===== config.mk =====
export PLATFORM = sky130hd
export DESIGN_NAME = spi_slave_regif
export DESIGN_NICKNAME = d
export VERILOG_FILES = /design/src/rtl/spi_pkg.sv /design/src/rtl/spi_sync_edge.sv /design/src/rtl/spi_slave_regif.sv
export SDC_FILE = /design/constraint.sdc
export NUM_CORES = 1
export LEC_CHECK = 0
export CORE_MARGIN = 2
export CORE_UTILIZATION = 56
export CTS_BUF_LIST = sky130_fd_sc_hd__clkbuf_2 sky130_fd_sc_hd__clkbuf_4 sky130_fd_sc_hd__clkbuf_8
export CTS_CLUSTER_SIZE = 25
export DETAILED_ROUTE_END_ITERATION = 10
export GPL_TIMING_DRIVEN = 1
export PLACE_DENSITY = 0.82
export SLEW_MARGIN = 15
export SYNTH_ARGS = -nofsm -noshare
export SYNTH_HDL_FRONTEND = slang
export SYNTH_HIERARCHICAL = 1
export SYNTH_SLANG_ARGS = --single-unit

===== constraint.sdc =====
create_clock -name clk -period 2.3 [get_ports clk]
set_clock_uncertainty 0.1 [all_clocks]
set_input_delay 0.69 -clock clk [delete_from_list [all_inputs] [get_ports clk]]
set_output_delay 0.69 -clock clk [all_outputs]
set_load 0.02 [all_outputs]

===== src/rtl/spi_pkg.sv =====
// -----------------------------------------------------------------------------
// spi_pkg
// Shared definitions for the SPI slave register-bus bridge:
//   state_e   - frame decoder states (IDLE/HEADER/FETCH/DATA/HOLD)
//   RW_WRITE  - value of the first frame bit that selects a write
//   RW_READ   - value of the first frame bit that selects a read
// No ports.
// -----------------------------------------------------------------------------
package spi_pkg;

   typedef enum logic [2:0] {
      ST_IDLE   = 3'd0,
      ST_HEADER = 3'd1,
      ST_FETCH  = 3'd2,
      ST_DATA   = 3'd3,
      ST_HOLD   = 3'd4
   } state_e;

   localparam logic RW_WRITE = 1'b1;
   localparam logic RW_READ  = 1'b0;

endpackage


===== src/rtl/spi_sync_edge.sv =====
// -----------------------------------------------------------------------------
// spi_sync_edge
// Brings one asynchronous input into the clk domain through SYNC_STAGES flops,
// then one more flop that remembers the previous synchronised level so that
// single-cycle rise/fall pulses can be derived.
// Ports:
//   clk   in   system clock
//   rst   in   asynchronous active-low reset
//   din   in   asynchronous input
//   sync  out  synchronised level
//   rise  out  1-clk pulse on a synchronised 0->1 transition
//   fall  out  1-clk pulse on a synchronised 1->0 transition
// RST_VAL is the level the chain assumes during reset.
// -----------------------------------------------------------------------------
module spi_sync_edge #(
   parameter int   SYNC_STAGES = 2,
   parameter logic RST_VAL     = 1'b0
) (
   input  logic clk,
   input  logic rst,
   input  logic din,
   output logic sync,
   output logic rise,
   output logic fall
);

   logic [SYNC_STAGES-1:0] chain_r;
   logic                   edge_r;

   // synchroniser chain followed by the edge-detect flop
   always_ff @(posedge clk or negedge rst) begin
      if (!rst) begin
         chain_r <= {SYNC_STAGES{RST_VAL}};
         edge_r  <= RST_VAL;
      end else begin
         chain_r <= {chain_r[SYNC_STAGES-2:0], din};
         edge_r  <= chain_r[SYNC_STAGES-1];
      end
   end

   assign sync = chain_r[SYNC_STAGES-1];
   assign rise = sync & ~edge_r;
   assign fall = ~sync & edge_r;

endmodule


===== src/rtl/spi_slave_regif.sv =====
// -----------------------------------------------------------------------------
// spi_slave_regif
// SPI mode-0 slave to register-bus bridge. A frame is {RW, ADDR, DATA}, MSB
// first; writes produce a 1-clk wr_en strobe, reads a 1-clk rd_en strobe whose
// data (rd_data, sampled one clk after rd_en) is shifted out on miso.
// Optional feature macro: SPI_BURST_EN - keep transferring words while cs_n is
// low, incrementing (and wrapping) the address after every word.
// Ports:
//   clk, rst            system clock, asynchronous active-low reset
//   sck, cs_n, mosi     asynchronous SPI inputs (oversampled)
//   miso, miso_oe       serial data out and its pad enable
//   addr                register address, valid with rd_en/wr_en
//   wr_en, wr_data      write strobe and data
//   rd_en, rd_data      read strobe and returned data
//   busy                frame in progress
//   frame_err           1-clk pulse when cs_n rises inside a header or word
// -----------------------------------------------------------------------------
module spi_slave_regif
   import spi_pkg::*;
#(
   parameter int ADDR_W      = 7,
   parameter int DATA_W      = 8,
   parameter int SYNC_STAGES = 2
) (
   input  logic              clk,
   input  logic              rst,
   input  logic              sck,
   input  logic              cs_n,
   input  logic              mosi,
   output logic              miso,
   output logic              miso_oe,
   output logic [ADDR_W-1:0] addr,
   output logic              wr_en,
   output logic [DATA_W-1:0] wr_data,
   output logic              rd_en,
   input  logic [DATA_W-1:0] rd_data,
   output logic              busy,
   output logic              frame_err
);

   localparam int CNT_W = $clog2(1 + ADDR_W + DATA_W);

   logic sck_level_unused, sck_rise_s, sck_fall_s;
   logic cs_sync_s, cs_rise_s, cs_fall_s;
   logic mosi_sync_s, mosi_rise_unused, mosi_fall_unused;

   // cs_n chain resets low so that a select held low across reset never
   // looks like a fresh falling edge; a frame needs a real high-to-low.
   spi_sync_edge #(.SYNC_STAGES(SYNC_STAGES), .RST_VAL(1'b0)) u_sck (
      .clk(clk), .rst(rst), .din(sck),
      .sync(sck_level_unused), .rise(sck_rise_s), .fall(sck_fall_s));
   spi_sync_edge #(.SYNC_STAGES(SYNC_STAGES), .RST_VAL(1'b0)) u_cs (
      .clk(clk), .rst(rst), .din(cs_n),
      .sync(cs_sync_s), .rise(cs_rise_s), .fall(cs_fall_s));
   spi_sync_edge #(.SYNC_STAGES(SYNC_STAGES), .RST_VAL(1'b0)) u_mosi (
      .clk(clk), .rst(rst), .din(mosi),
      .sync(mosi_sync_s), .rise(mosi_rise_unused), .fall(mosi_fall_unused));

   state_e            state_r, state_nxt_s;
   logic [CNT_W-1:0]  cnt_r, cnt_nxt_s;
   logic [ADDR_W-1:0] hdr_r, hdr_nxt_s;
   logic              rw_r, rw_nxt_s;
   logic [ADDR_W-1:0] addr_r, addr_nxt_s;
   logic [DATA_W-1:0] sr_r, sr_nxt_s;
   logic              ph_r, ph_nxt_s;
   logic              miso_r, miso_nxt_s;
   logic              wr_en_r, wr_en_nxt_s;
   logic [DATA_W-1:0] wr_data_r, wr_data_nxt_s;
   logic              rd_en_r, rd_en_nxt_s;
   logic              err_r, err_nxt_s;
   logic              busy_r, oe_r, armed_r;

   // frame decoder: next state, datapath updates and strobes
   always_comb begin
      state_nxt_s   = state_r;
      cnt_nxt_s     = cnt_r;
      hdr_nxt_s     = hdr_r;
      rw_nxt_s      = rw_r;
      addr_nxt_s    = addr_r;
      sr_nxt_s      = sr_r;
      ph_nxt_s      = ph_r;
      miso_nxt_s    = miso_r;
      wr_en_nxt_s   = 1'b0;
      wr_data_nxt_s = wr_data_r;
      rd_en_nxt_s   = 1'b0;
      err_nxt_s     = 1'b0;
`ifdef SPI_BURST_EN
      // a burst write advances the address once its strobe has been seen
      if (wr_en_r) begin
         addr_nxt_s = addr_r + ADDR_W'(1);
      end else begin
         addr_nxt_s = addr_r;
      end
`endif
      if (cs_rise_s && (state_r != ST_IDLE)) begin
         state_nxt_s = ST_IDLE;
         cnt_nxt_s   = '0;
         miso_nxt_s  = 1'b0;
         // only a header or word cut part-way through is an error
         err_nxt_s   = ((state_r == ST_HEADER) || (state_r == ST_DATA)) && (cnt_r != '0);
      end else begin
         case (state_r)
            ST_IDLE: begin
               miso_nxt_s = 1'b0;
               if (cs_fall_s) begin
                  state_nxt_s = ST_HEADER;
                  cnt_nxt_s   = '0;
               end else begin
                  state_nxt_s = ST_IDLE;
               end
            end
            ST_HEADER: begin
               if (sck_rise_s) begin
                  hdr_nxt_s = {hdr_r[ADDR_W-2:0], mosi_sync_s};
                  if (cnt_r == CNT_W'(ADDR_W)) begin
                     // hdr_r still holds RW in its top bit at this point
                     rw_nxt_s   = hdr_r[ADDR_W-1];
                     addr_nxt_s = {hdr_r[ADDR_W-2:0], mosi_sync_s};
                     cnt_nxt_s  = '0;
                     if (hdr_r[ADDR_W-1] == RW_WRITE) begin
                        state_nxt_s = ST_DATA;
                     end else begin
                        state_nxt_s = ST_FETCH;
                        ph_nxt_s    = 1'b0;
                        rd_en_nxt_s = 1'b1;
                     end
                  end else begin
                     cnt_nxt_s = cnt_r + CNT_W'(1);
                  end
               end else begin
                  state_nxt_s = ST_HEADER;
               end
            end
            ST_FETCH: begin
               // phase 0: rd_en visible; phase 1: register file answers
               if (ph_r == 1'b0) begin
                  ph_nxt_s = 1'b1;
               end else begin
                  sr_nxt_s    = rd_data;
                  ph_nxt_s    = 1'b0;
                  cnt_nxt_s   = '0;
                  state_nxt_s = ST_DATA;
               end
            end
            ST_DATA: begin
               if (sck_fall_s && (rw_r == RW_READ)) begin
                  miso_nxt_s = sr_r[DATA_W-1];
                  sr_nxt_s   = {sr_r[DATA_W-2:0], 1'b0};
               end else if (sck_rise_s) begin
                  if (rw_r == RW_WRITE) begin
                     sr_nxt_s = {sr_r[DATA_W-2:0], mosi_sync_s};
                  end else begin
                     sr_nxt_s = sr_r;
                  end
                  if (cnt_r == CNT_W'(DATA_W - 1)) begin
                     cnt_nxt_s = '0;
                     if (rw_r == RW_WRITE) begin
                        wr_en_nxt_s   = 1'b1;
                        wr_data_nxt_s = {sr_r[DATA_W-2:0], mosi_sync_s};
                     end else begin
                        wr_en_nxt_s = 1'b0;
                     end
`ifdef SPI_BURST_EN
                     if (rw_r == RW_READ) begin
                        // prefetch the next word while the master samples this bit
                        state_nxt_s = ST_FETCH;
                        ph_nxt_s    = 1'b0;
                        rd_en_nxt_s = 1'b1;
                        addr_nxt_s  = addr_r + ADDR_W'(1);
                     end else begin
                        state_nxt_s = ST_DATA;
                     end
`else
                     state_nxt_s = ST_HOLD;
                     miso_nxt_s  = 1'b0;
`endif
                  end else begin
                     cnt_nxt_s = cnt_r + CNT_W'(1);
                  end
               end else begin
                  state_nxt_s = ST_DATA;
               end
            end
            ST_HOLD: begin
               miso_nxt_s = 1'b0;
            end
            default: begin
               state_nxt_s = ST_IDLE;
               miso_nxt_s  = 1'b0;
            end
         endcase
      end
   end

   // state and registered outputs
   always_ff @(posedge clk or negedge rst) begin
      if (!rst) begin
         state_r   <= ST_IDLE;
         cnt_r     <= '0;
         hdr_r     <= '0;
         rw_r      <= 1'b0;
         addr_r    <= '0;
         sr_r      <= '0;
         ph_r      <= 1'b0;
         miso_r    <= 1'b0;
         wr_en_r   <= 1'b0;
         wr_data_r <= '0;
         rd_en_r   <= 1'b0;
         err_r     <= 1'b0;
         busy_r    <= 1'b0;
         oe_r      <= 1'b0;
         armed_r   <= 1'b0;
      end else begin
         state_r   <= state_nxt_s;
         cnt_r     <= cnt_nxt_s;
         hdr_r     <= hdr_nxt_s;
         rw_r      <= rw_nxt_s;
         addr_r    <= addr_nxt_s;
         sr_r      <= sr_nxt_s;
         ph_r      <= ph_nxt_s;
         miso_r    <= miso_nxt_s;
         wr_en_r   <= wr_en_nxt_s;
         wr_data_r <= wr_data_nxt_s;
         rd_en_r   <= rd_en_nxt_s;
         err_r     <= err_nxt_s;
         busy_r    <= (state_nxt_s != ST_IDLE);
         // pad stays disabled until cs_n has been seen high since reset
         oe_r      <= ~cs_sync_s & armed_r;
         armed_r   <= armed_r | cs_sync_s;
      end
   end

   assign miso      = miso_r;
   assign miso_oe   = oe_r;
   assign addr      = addr_r;
   assign wr_en     = wr_en_r;
   assign wr_data   = wr_data_r;
   assign rd_en     = rd_en_r;
   assign busy      = busy_r;
   assign frame_err = err_r;

endmodule


==> results.md <==
* Status: completed
* Hold Buf Count CTS at 0
* Clock sinks at 54
* Post-route cell area at 0.00283 mm^2
* Vias per cell at 5.68
* Crit-path cells: clkdlybuf4s50_1
* Largest net degree at the start of global routing at 32
* Antenna violations before repair at 0
* Area growth syn-to-layout at 21.2%
* Setup crit end kind: output pin
* Vias at 1597
* First drt pass iteration count at 4
* Setup TNS at 0 ns
* Drt total wl at 4440 um
* Slowest cell on crit path: clkdlybuf4s50_1
* DPL Wire Length at 3200 um
* Bufs and invs on worst path at 1
* Layout cells sized above 1 at 0.208
* Comb power frac at 0.115
* Critical Path AT at 1.31 ns
* Sequential power share at 0.592
* Synthesized area per cell at 12.2 um^2
* CTS tree: built
* Vias in the first global route at 1573
* R2R cell count at 7
* Num CTS Buffers at 5
* Family with the most delay on the worst path: buffers and inverters
* GRT Residual Overflow at 0
* First-pass GRT wire length at 7350 um
* Worst-Margin Slew at 0.541 ns
* Non-Filler Instances at 281
* Longest Clk Path Bufs at 2
* I/O Pins at 34
* Setup CP Type: flop to output pin
* Max stage delay on crit path at 0.63 ns
* CP Capture Point: wr_data[7]
* Worst r2r dst: sr_r[6]
* DRT iter0 DRCs at 95
* # Post-CTS Setup Buffers at 0
* Slew margin rel. at 0.639
* Die width at 68.6 um
* Resize count post-CTS at 0
* Worst reg2reg startpoint: u_cs/chain_r[1]
* Max-cap violations at 0
* RSZ-0062 raised after global routing: false
* Final slew viol count at 0
* # fillers at 279
* Placed insts at 273
* Synth Cell Area at 0.00234 mm^2
* Switching part of the total at 0.266
* IO buf count at 33
* PwrDens at 651 mW/mm^2
* GRT Overall Usage at 0.213
* Final period util at 0.913
* Post-synthesis net count at 206
* Area of placed instances at 0.00274 mm^2
* Tot Pwr at 0.00184 W
* WL per Instance at 15.8 um
* F_max at 0.476 GHz
* Max VDD drop at 0.000590 V
* Levels on crit path at 1
* Lkg Pwr at 1.28 nW
* Diodes inserted at 0
* Startpoint Class: flop
* Row Count at 23
* Cell Int Power at 0.00135 W
* # nets final at 245
* Sw Pwr at 0.000490 W
* Tmin final at 2.10 ns
* Worst-path fanout max at 2
* CP Launch Point: wr_data[7]
* Residual DRC at 0
* Clock power share at 0.293
* Clk Latency, worst-skew pair at 0.31 ns
* Placer Congestion at 0.881
* CTS root buf: clkbuf_8
* Synthesized instance count at 191
* WP data required at 1.51 ns
* YS warnings at 6
* Antenna Nets Post-Route at 0
* H-Tree Depth at 2
* Final hold slack at 0.254 ns
* Core area at 0.00400 mm^2
* FF-to-FF setup slack at 0.25 ns
* Starting Density at 0.584
* Hold crit path type: input port to async pin
* Clock-pin slew on the worst setup and hold paths at 0.10 ns
* Die height at 68.6 um
* Final Hold Vio Count at 0
* Die ar. at 0.00471 mm^2
* Setup violators final at 0
sequential cells by signal (all words and copies together) (netlist names), 2 cells and up:
register,cells
sr_r,8
wr_data,8
addr,7
hdr_r,7
cnt_r,4
state_r,3
u_cs/chain_r,2
u_mosi/chain_r,2
u_sck/chain_r,2
how the worst min path moves through the flow:
stage / slack [ns] / endpoint / cells past startpoint
3_3_place_gp: 0.23 / u_sck/chain_r[1] / 0
2_1_floorplan: 0.23 / u_cs/chain_r[1] / 0
5_1_grt: 0.27 / u_mosi/chain_r[1] / 0
3_5_place_dp: 0.24 / u_sck/chain_r[1] / 0
6_report: 0.25 / miso_oe / 1
4_1_cts: 0.26 / u_mosi/chain_r[1] / 0
stage by stage:
step / setup slack (ns) / utilization
2_1_floorplan: 0.503 / -
3_3_place_gp: 0.349 / 0.685
3_5_place_dp: 0.270 / 0.685
4_1_cts: 0.201 / 0.708
5_1_grt: 0.133 / 0.708
6_report: 0.201 / 0.708
per-layer routing:
metal	GRT usage	up-vias	routed length [um]
li1	-	749	-
met1	0.282	795	1900
met2	0.341	47	2310
met3	0.0390	6	188
met4	0.0975	0	42
met5	0	-	0
cells in the final DEF (no fill, tap or decap), drive strengths merged, types with 4 or more instances in the layout:
master,count
dfrtp,54
clkdlybuf4s50,32
mux2,23
nor2,17
nand2,10
a21oi,10
mux2i,8
inv,8
o21ai,8
nand3,7
buf,7
nor2b,5
clkbuf,5
nor3,4
a211oi,4
power groups by stage:
stage / Clock [W] / Sequential (W) / Combinational, W
2_1_floorplan: 0 / 0.00109 / 0.000141
3_3_place_gp: 0 / 0.00111 / 0.000203
3_5_place_dp: 0 / 0.00111 / 0.000215
4_1_cts: 0.000552 / 0.00109 / 0.000216
5_1_grt: 0.000588 / 0.00111 / 0.000238
6_report: 0.000540 / 0.00109 / 0.000212
area by class of cell:
cell class              count  area, um^2  area share
inverters                   7        26.3     0.00928
repair buffers             39         383       0.135
well taps                  50        62.6      0.0221
clock inverters             3        25.0     0.00883
flip-flops and latches     54        1350       0.477
clock buffers               5        68.8      0.0243
multi-input cells         123         916       0.323
(Power assumes the default switching activity.)
